**src/rtl/uart_pkg.sv**
```systemverilog
// uart_pkg: shared types and field encodings for the UART transmit path.
// Latency: n/a (types and pure functions only).
// Backpressure: n/a.
package uart_pkg;

    typedef enum logic [2:0] {
        ST_IDLE   = 3'd0,
        ST_START  = 3'd1,
        ST_DATA   = 3'd2,
        ST_PARITY = 3'd3,
        ST_STOP   = 3'd4
    } tx_state_t;

    // data_bit_num encoding
    localparam logic [1:0] DATA_BITS_5 = 2'b00;
    localparam logic [1:0] DATA_BITS_6 = 2'b01;
    localparam logic [1:0] DATA_BITS_7 = 2'b10;
    localparam logic [1:0] DATA_BITS_8 = 2'b11;

    // stop_bit_num encoding
    localparam logic STOP_BITS_1 = 1'b0;
    localparam logic STOP_BITS_2 = 1'b1;

    // parity_type encoding
    localparam logic PARITY_EVEN = 1'b0;
    localparam logic PARITY_ODD  = 1'b1;

    // Index of the last data bit sent: 5..8 bits map to 4..7.
    function automatic logic [2:0] last_data_idx(input logic [1:0] dbn);
        return {1'b1, dbn};
    endfunction

    // Mask selecting the data bits that actually go on the wire.
    function automatic logic [7:0] data_mask(input logic [1:0] dbn);
        logic [7:0] m;
        m = 8'hFF;
        case (dbn)
            DATA_BITS_5: m = 8'h1F;
            DATA_BITS_6: m = 8'h3F;
            DATA_BITS_7: m = 8'h7F;
            default:     m = 8'hFF;
        endcase
        return m;
    endfunction

endpackage

```
**src/rtl/uart_baud_gen.sv**
```systemverilog
// uart_baud_gen: bit-period counter, 0..CLK_DIV-1, ticks on the last count.
// Latency: tick is combinational from the count; clr takes effect on the next edge.
// Backpressure: none; free-running between clears.
module uart_baud_gen
    import uart_pkg::*;
#(
    parameter int CLK_DIV = 16
) (
    input  logic clk,
    input  logic reset,
    input  logic clr,
    output logic tick
);

    localparam int CNT_W = (CLK_DIV > 1) ? $clog2(CLK_DIV) : 1;
    localparam logic [CNT_W-1:0] CNT_LAST = CNT_W'(CLK_DIV - 1);

    logic [CNT_W-1:0] cnt;

    assign tick = (cnt == CNT_LAST);

    // Count cycles within a bit; restart on frame launch and at each bit boundary.
    always_ff @(posedge clk) begin
        if (reset || clr) begin
            cnt <= '0;
        end else if (tick) begin
            cnt <= '0;
        end else begin
            cnt <= cnt + CNT_W'(1);
        end
    end

endmodule

```
**src/rtl/uart_tx_ctrl.sv**
```systemverilog
// uart_tx_ctrl: UART transmitter, 5-8 data bits, optional even/odd parity, 1-2 stop bits.
// Latency: tx_o goes low on the launch edge; a frame lasts CLK_DIV*(1+N+P+S) cycles.
// Backpressure: none; start edges while busy are dropped, status via tx_busy_o/tx_done_o.
module uart_tx_ctrl
    import uart_pkg::*;
#(
    parameter int CLK_DIV = 16
) (
    input  logic        clk,
    input  logic        reset,
    input  logic        start_tx_i,
    input  logic [31:0] tx_data_i,
    input  logic [1:0]  data_bit_num_i,
    input  logic        stop_bit_num_i,
    input  logic        parity_en_i,
    input  logic        parity_type_i,
    output logic        tx_o,
    output logic        tx_busy_o,
    output logic        tx_done_o
);

    tx_state_t  state;
    tx_state_t  state_nxt;
    logic       start_q;
    logic       launch;
    logic       tick;

    // Frame parameters captured at launch so mid-frame register writes are harmless.
    logic [7:0] data_q;
    logic [1:0] dbn_q;
    logic       sbn_q;
    logic       pen_q;
    logic       ptype_q;

    logic [2:0] bit_idx;
    logic [2:0] bit_idx_nxt;
    logic       stop_idx;
    logic       stop_idx_nxt;
    logic       tx_nxt;
    logic       done_nxt;
    logic       parity_bit;
    logic       unused_data_hi;

    // Only the low byte is transmitted.
    assign unused_data_hi = ^tx_data_i[31:8];

    // Rising edge of the level request, honoured only when idle.
    assign launch     = start_tx_i & ~start_q & (state == ST_IDLE);
    assign parity_bit = (^(data_q & data_mask(dbn_q))) ^ (ptype_q == PARITY_ODD);
    assign tx_busy_o  = (state != ST_IDLE);

    uart_baud_gen #(
        .CLK_DIV (CLK_DIV)
    ) u_baud_gen (
        .clk   (clk),
        .reset (reset),
        .clr   (launch),
        .tick  (tick)
    );

    // State, serial line, status and launch-time captures.
    always_ff @(posedge clk) begin
        if (reset) begin
            state     <= ST_IDLE;
            start_q   <= 1'b1;
            tx_o      <= 1'b1;
            tx_done_o <= 1'b0;
            bit_idx   <= '0;
            stop_idx  <= 1'b0;
            data_q    <= '0;
            dbn_q     <= '0;
            sbn_q     <= 1'b0;
            pen_q     <= 1'b0;
            ptype_q   <= 1'b0;
        end else begin
            state     <= state_nxt;
            start_q   <= start_tx_i;
            tx_o      <= tx_nxt;
            tx_done_o <= done_nxt;
            bit_idx   <= bit_idx_nxt;
            stop_idx  <= stop_idx_nxt;
            if (launch) begin
                data_q  <= tx_data_i[7:0];
                dbn_q   <= data_bit_num_i;
                sbn_q   <= stop_bit_num_i;
                pen_q   <= parity_en_i;
                ptype_q <= parity_type_i;
            end
        end
    end

    // Next state plus the value tx_o takes on entering/continuing that state.
    always_comb begin
        state_nxt    = state;
        bit_idx_nxt  = bit_idx;
        stop_idx_nxt = stop_idx;
        tx_nxt       = tx_o;
        done_nxt     = tx_done_o;
        case (state)
            ST_IDLE: begin
                tx_nxt = 1'b1;
                if (launch) begin
                    state_nxt    = ST_START;
                    tx_nxt       = 1'b0;
                    bit_idx_nxt  = '0;
                    stop_idx_nxt = 1'b0;
                    done_nxt     = 1'b0;
                end
            end
            ST_START: begin
                if (tick) begin
                    state_nxt   = ST_DATA;
                    bit_idx_nxt = '0;
                    tx_nxt      = data_q[0];
                end
            end
            ST_DATA: begin
                if (tick) begin
                    if (bit_idx == last_data_idx(dbn_q)) begin
                        if (pen_q) begin
                            state_nxt = ST_PARITY;
                            tx_nxt    = parity_bit;
                        end else begin
                            state_nxt    = ST_STOP;
                            stop_idx_nxt = 1'b0;
                            tx_nxt       = 1'b1;
                        end
                    end else begin
                        bit_idx_nxt = bit_idx + 3'd1;
                        tx_nxt      = data_q[bit_idx + 3'd1];
                    end
                end
            end
            ST_PARITY: begin
                if (tick) begin
                    state_nxt    = ST_STOP;
                    stop_idx_nxt = 1'b0;
                    tx_nxt       = 1'b1;
                end
            end
            ST_STOP: begin
                tx_nxt = 1'b1;
                if (tick) begin
                    if (stop_idx || (sbn_q == STOP_BITS_1)) begin
                        state_nxt = ST_IDLE;
                        done_nxt  = 1'b1;
                    end else begin
                        stop_idx_nxt = 1'b1;
                    end
                end
            end
            default: begin
                state_nxt = ST_IDLE;
                tx_nxt    = 1'b1;
            end
        endcase
    end

endmodule

```
**config.mk**
```make
export PLATFORM = sky130hd
export DESIGN_NAME = uart_tx_ctrl
export DESIGN_NICKNAME = d
export VERILOG_FILES = /design/src/rtl/uart_pkg.sv /design/src/rtl/uart_baud_gen.sv /design/src/rtl/uart_tx_ctrl.sv
export SDC_FILE = /design/constraint.sdc
export NUM_CORES = 1
export LEC_CHECK = 0
export CORE_ASPECT_RATIO = 1.75
export CORE_UTILIZATION = 45
export DETAILED_ROUTE_END_ITERATION = 10
export PLACE_DENSITY = 0.78
export RECOVER_POWER = 50
export SYNTH_ARGS = -nofsm -noshare
export SYNTH_HDL_FRONTEND = slang
export SYNTH_SLANG_ARGS = --single-unit
```
**constraint.sdc**
```tcl
create_clock -name clk -period 5.2 [get_ports clk]
set_input_delay 0.52 -clock clk [delete_from_list [all_inputs] [get_ports clk]]
set_output_delay 0.52 -clock clk [all_outputs]
set_load 0.05 [all_outputs]
```
Word level (Yosys, flattened, before mapping)
Index checks and enable logic that the tools add are counted.
{"block": "word_totals", "regBits": 27}
{"block": "classes", "n_mux": 35, "n_lt_le_gt_ge": 1, "bitwise_logic": 6, "eq_ne": 18, "n_reduce_logical": 15, "n_addsub": 2}
{"operator": "$mux 3", "count": 12}
{"operator": "$pmux 8 s3", "count": 1}
{"operator": "$ne 2x2->1 const B", "count": 9}
{"operator": "$mux 1", "count": 16}
{"operator": "$pmux 3 s5", "count": 1}
{"operator": "$pmux 3 s3", "count": 1}
{"operator": "$and 8x8->8", "count": 1}
{"operator": "$pmux 1 s4", "count": 2}
{"operator": "$reduce_and 8->1", "count": 1}
{"operator": "$reduce_xor 8->1", "count": 1}
{"operator": "$reduce_and 7->1", "count": 1}
{"operator": "$eq 3x2->1 const B", "count": 2}
{"operator": "$reduce_bool 3->1", "count": 2}
{"operator": "$reduce_and 5->1", "count": 1}
{"operator": "$add 4x1->4 const B", "count": 1}
{"operator": "$eq 4x4->1 const B", "count": 1}
{"operator": "$lt 3x4->1 const B", "count": 1}
{"operator": "$reduce_and 4->1", "count": 1}
{"operator": "$reduce_bool 4->1", "count": 1}
{"operator": "$add 3x1->3 const B", "count": 1}
{"operator": "$bmux 1 s3", "count": 1}
{"operator": "$eq 3x1->1 const B", "count": 1}
{"operator": "$eq 3x3->1", "count": 1}
{"operator": "$eq 3x3->1 const B", "count": 1}
{"operator": "13 further kinds", "count": 16}

Depth between registers and ports, before layout
{"block": "logic_depth", "word_depth": 9, "depth_mapped": 7, "depth_no_buf": 6}

Modules after synthesis
A second synthesis with hierarchy kept.
{"block": "unflattened", "hier_cells": 171, "hier_area_um2": 1435.1}
{"mod": "uart_tx_ctrl", "cells_each": 155, "seq_area_each_um2": 460.4, "area_each_um2": 1277.5, "n_inst": 1}
{"mod": "uart_baud_gen", "cells_each": 16, "seq_area_each_um2": 80.1, "area_each_um2": 157.7, "n_inst": 1}

Worst setup path after synthesis
OpenSTA, ideal clock, no wires.
{"block": "synth_timing", "kind": "register to register", "from": "register bit_idx[0]", "to": "register tx_o", "t_arrival_ns": 1.529, "stages_incl_launch_ff": 7, "setup_time_ns": 0.114, "slack_ns": 3.556, "path_buffers": 0, "path_cell_list": "dfxtp_1 > ha_1 > mux4_1 > mux2i_1 > a21oi_1 > nor2_1 > nor2_1"}
{"block": "synth_via", "elab_chain_cells": 6}
{"item": "start, declared", "line": "uart_tx_ctrl.sv:35", "text": "logic [2:0] bit_idx;"}
{"item": "start signal, assigned", "line": "uart_tx_ctrl.sv:80", "text": "bit_idx <= bit_idx_nxt;"}
{"item": "$add 3x1->3", "line": "uart_tx_ctrl.sv:130", "text": "tx_nxt = data_q[bit_idx + 3'd1];"}
{"item": "$bmux 1 s3", "line": "uart_tx_ctrl.sv:130"}
{"item": "$mux 1 (implied by the code)", "line": "uart_tx_ctrl.sv:130"}
{"item": "$mux 1 (*)", "line": "uart_tx_ctrl.sv:119", "text": "if (bit_idx == last_data_idx(dbn_q)) begin"}
{"item": "$mux 1 (*)", "line": "uart_tx_ctrl.sv:118", "text": "if (tick) begin"}
{"item": "$pmux 1 s4 (*)", "line": "uart_tx_ctrl.sv:99", "text": "case (state)"}
{"item": "end signal, assigned", "line": "uart_tx_ctrl.sv:78", "text": "tx_o <= tx_nxt;"}
{"item": "end, declared", "line": "uart_tx_ctrl.sv:17", "text": "output logic tx_o,"}
Mark *: on every way between the ends. The rest lies on a longest branch, timed or not. The select of a mux whose other input is x is not followed.
A chain may end at the register's enable or synchronous reset.

Final worst setup path
{"block": "layout_timing", "from": "register state[1]", "to": "output port tx_busy_o"}
{"block": "layout_via", "elab_chain_cells": 1}
{"item": "start, declared", "line": "uart_tx_ctrl.sv:22", "text": "tx_state_t state;"}
{"item": "start signal, assigned", "line": "uart_tx_ctrl.sv:76", "text": "state <= state_nxt;"}
{"item": "$reduce_bool 3->1", "line": "uart_tx_ctrl.sv:50", "text": "assign tx_busy_o = (state != ST_IDLE);"}
{"item": "end, declared", "line": "uart_tx_ctrl.sv:18", "text": "output logic tx_busy_o,"}
No other way between the ends.

==> results.ini <==
[outcome]
status=complete, no violations

[synth]
synth_cell_types=45
postSynthAreaPerCell_um2=8.45
synth.top_cells.by_area=dfxtp_1 38%, nand2_1 7.9%, a21oi_1 6.3%, xnor2_1 4.9%, mux4_1 3.7%
netlist_top_cells_count=30 x nand2_1, 27 x dfxtp_1, 18 x a21oi_1
synth-main-ff-cell=dfxtp_1
netlist_area_um2=1430
yosysWarnings=0
synth-async-reset-ratio_pct=0
ys_seq_elements=27
synth_fp_nets=211
syn_inst=169
synth_top_area_cell=dfxtp_1
synth.top_cell.area_share_pct=37.8
synth_edf_count=0
ys_seq_area_share_pct=37.8
synth_most_common_cell=nand2_1

[critical_path]
required_ns=4.68
r2r_slack_ns=3.16
path_max_fanout=13
endpoint_kind=output pin
critical_path.max_stage_delay_ns=0.79
critPathKind=reg -> out
slowest_stage=clkdlybuf4s50_1
cp_data_arrival_time_ns=1.87
crit_chain=nor3_2 -> inv_2 -> clkdlybuf4s50_1
critPathLaunchType=flip-flop

[sta]
finalCritPeriodShare_pct=46.0
max_freq_mhz=418
slew_viol_final=0
hold_viol=0
skew_ns=0.00712
fin_setup_tns_ns=0
setup_viol=0
rsz0062_at_grt=false
period_minus_slack_ns=2.39
tightest_slew_ns=1.09
maxSlewHeadroom_pct=27.1

[power_and_ir_drop]
leakage_nw=0.560
ir_worst_vdd_uv=235
total_power_w=0.000386
power_per_cell_area_nw_per_um2=232

[drt]
num_vias=1259
avgRoutedWirePerCell_um=13.6
antenna_left=0
routed_via_density=5.62
remaining_drc_errors=0
drt-initial-drc-count=27
wirelength_mm=3.04
first_pass_iters=4

[clock_tree]
cts_root_buffer=clkbuf_8
clk_latency_ns=0.27
post-cts-setup-buffers=0
cts_hold_buf=0
post_cts_resized=0
htreeDepth=1
cts_buffer_depth=2
cts_tree=yes
cts_sinks=27
cts-buffers-inserted=3
clk_pin_slew_ns=0.10

[floorplanning]
core_region_area_um2=2960
num_rows=26
die_area_um2=3410
io_pins=43
dieHeight_um=76.5
initial_utilization_pct=48.3
die_x_um=44.6

[grt]
track_usage_pct=19.9
grt_antenna_before_repair=0
grt_pass1_vias=1282
globalRouteOverflowTotal=0
grt_max_degree=27
grt_pass1_wl_mm=5.29

[final_layout]
n_antenna_cell=0
drive_above_1_share_pct=6.59
layout.nets=225
syn2layout_area_growth_pct=16.4
fillCellCount=285

[placed_design]
place.detailed.hpwl_mm=2.34
io_buffer_count=18
gp_congestion=0.890

[worst_hold_path]
hp-class=reg -> reg

[job]
cap_violations=0

[worst max-delay path, delay by kind of cell (launching register included)]
kind / cells / cell delay (ns)
buf+inv: 2 / 0.88
flops: 1 / 0.59
simple gates: 1 / 0.13
[where the power goes]
part,total (W),internal (W),switching (W)
sequential,0.000220,0.000213,0.00000631
clock,0.000120,0.0000543,0.0000656
combinational,0.0000463,0.0000239,0.0000223
total,0.000386,0.000292,0.0000943
[through the flow]
stage	util, %	cell area, um2	hold WS [ns]	std cells	setup slack (ns)
after floorplan	-	1430	0.432	169	3.56
after CTS	56.4	1670	0.468	224	2.81
after detailed placement	54.8	1620	0.454	220	2.61
after global placement	54.8	1620	0.445	220	2.76
final	56.2	1660	0.465	224	2.81
after global routing	56.2	1660	0.484	224	2.61
[logic make-up (layout without fill, tap and decap cells)]
logic type      count (synthesis)  after routing  share of synthesized area [%]
compound gates                 38             38                           16.6
xor+xnor                       11             11                           6.74
fa+ha+maj                       2              2                           1.75
buf+inv                        10             23                           3.06
flops                          27             27                           37.8
mux                             7              7                           7.27
simple gates                   74             74                           26.8
[cell type report]
type / instances / area [um2] / area share, %
multi-input combinational: 132 / 837 / 50.3
sequential: 27 / 541 / 32.5
timing repair buffer: 18 / 180 / 10.8
tap: 42 / 52.6 / 3.16
clock buffer: 3 / 41.3 / 2.48
clock inverter: 1 / 7.51 / 0.451
inverter: 1 / 3.75 / 0.226
[final timing paths]
path | from | cells past startpoint | endpoint
worst max-delay path | state[1]$_SDFFE_PP0P_ | 3 | tx_busy_o
worst min-delay path | u_baud_gen.cnt[0]$_SDFF_PP0_ | 1 | u_baud_gen.cnt[0]$_SDFF_PP0_
worst max register to register | state[1]$_SDFFE_PP0P_ | 5 | data_q[3]$_SDFFE_PP0P_
worst min register to register | u_baud_gen.cnt[0]$_SDFF_PP0_ | 1 | u_baud_gen.cnt[0]$_SDFF_PP0_
[routing by layer]
| metal | track usage, % | vias to the layer above | part of all wire (%) |
|---|---|---|---|
| li1 | - | 621 | - |
| met1 | 20.8 | 589 | 38 |
| met2 | 36.0 | 36 | 54 |
| met3 | 1.90 | 13 | 2.9 |
| met4 | 10.9 | 0 | 4.4 |
| met5 | 0 | - | 0 |
[layout by cell type (no fill, tap or decap), types with 2 or more instances in the layout]
master	count
nand2_1	30
and2_1	3
o21bai_1	2
nand3_1	3
o21ai_0	4
dlygate4sd3_1	2
dfxtp_1	27
nor3_1	2
clkbuf_8	3
a21oi_1	18
clkdlybuf4s50_1	16
a311oi_1	2
nor2_1	13
mux4_1	2
a31oi_1	4
nand4b_1	2
nor4_1	3
o2111ai_1	2
nor2b_1	3
ha_1	2
xnor2_1	8
nor3b_1	2
mux2i_1	4
xor2_1	3
nand2b_1	2
[flip-flops by register name, summed over array words and instances (netlist names)]
signal	flops
bit_idx	3
data_q	8
dbn_q	2
pen_q	1
ptype_q	1
sbn_q	1
start_q	1
state	3
stop_idx	1
tx_done_o	1
tx_o	1
u_baud_gen.cnt	4
Note: power is estimated with default switching activity, not from simulation.
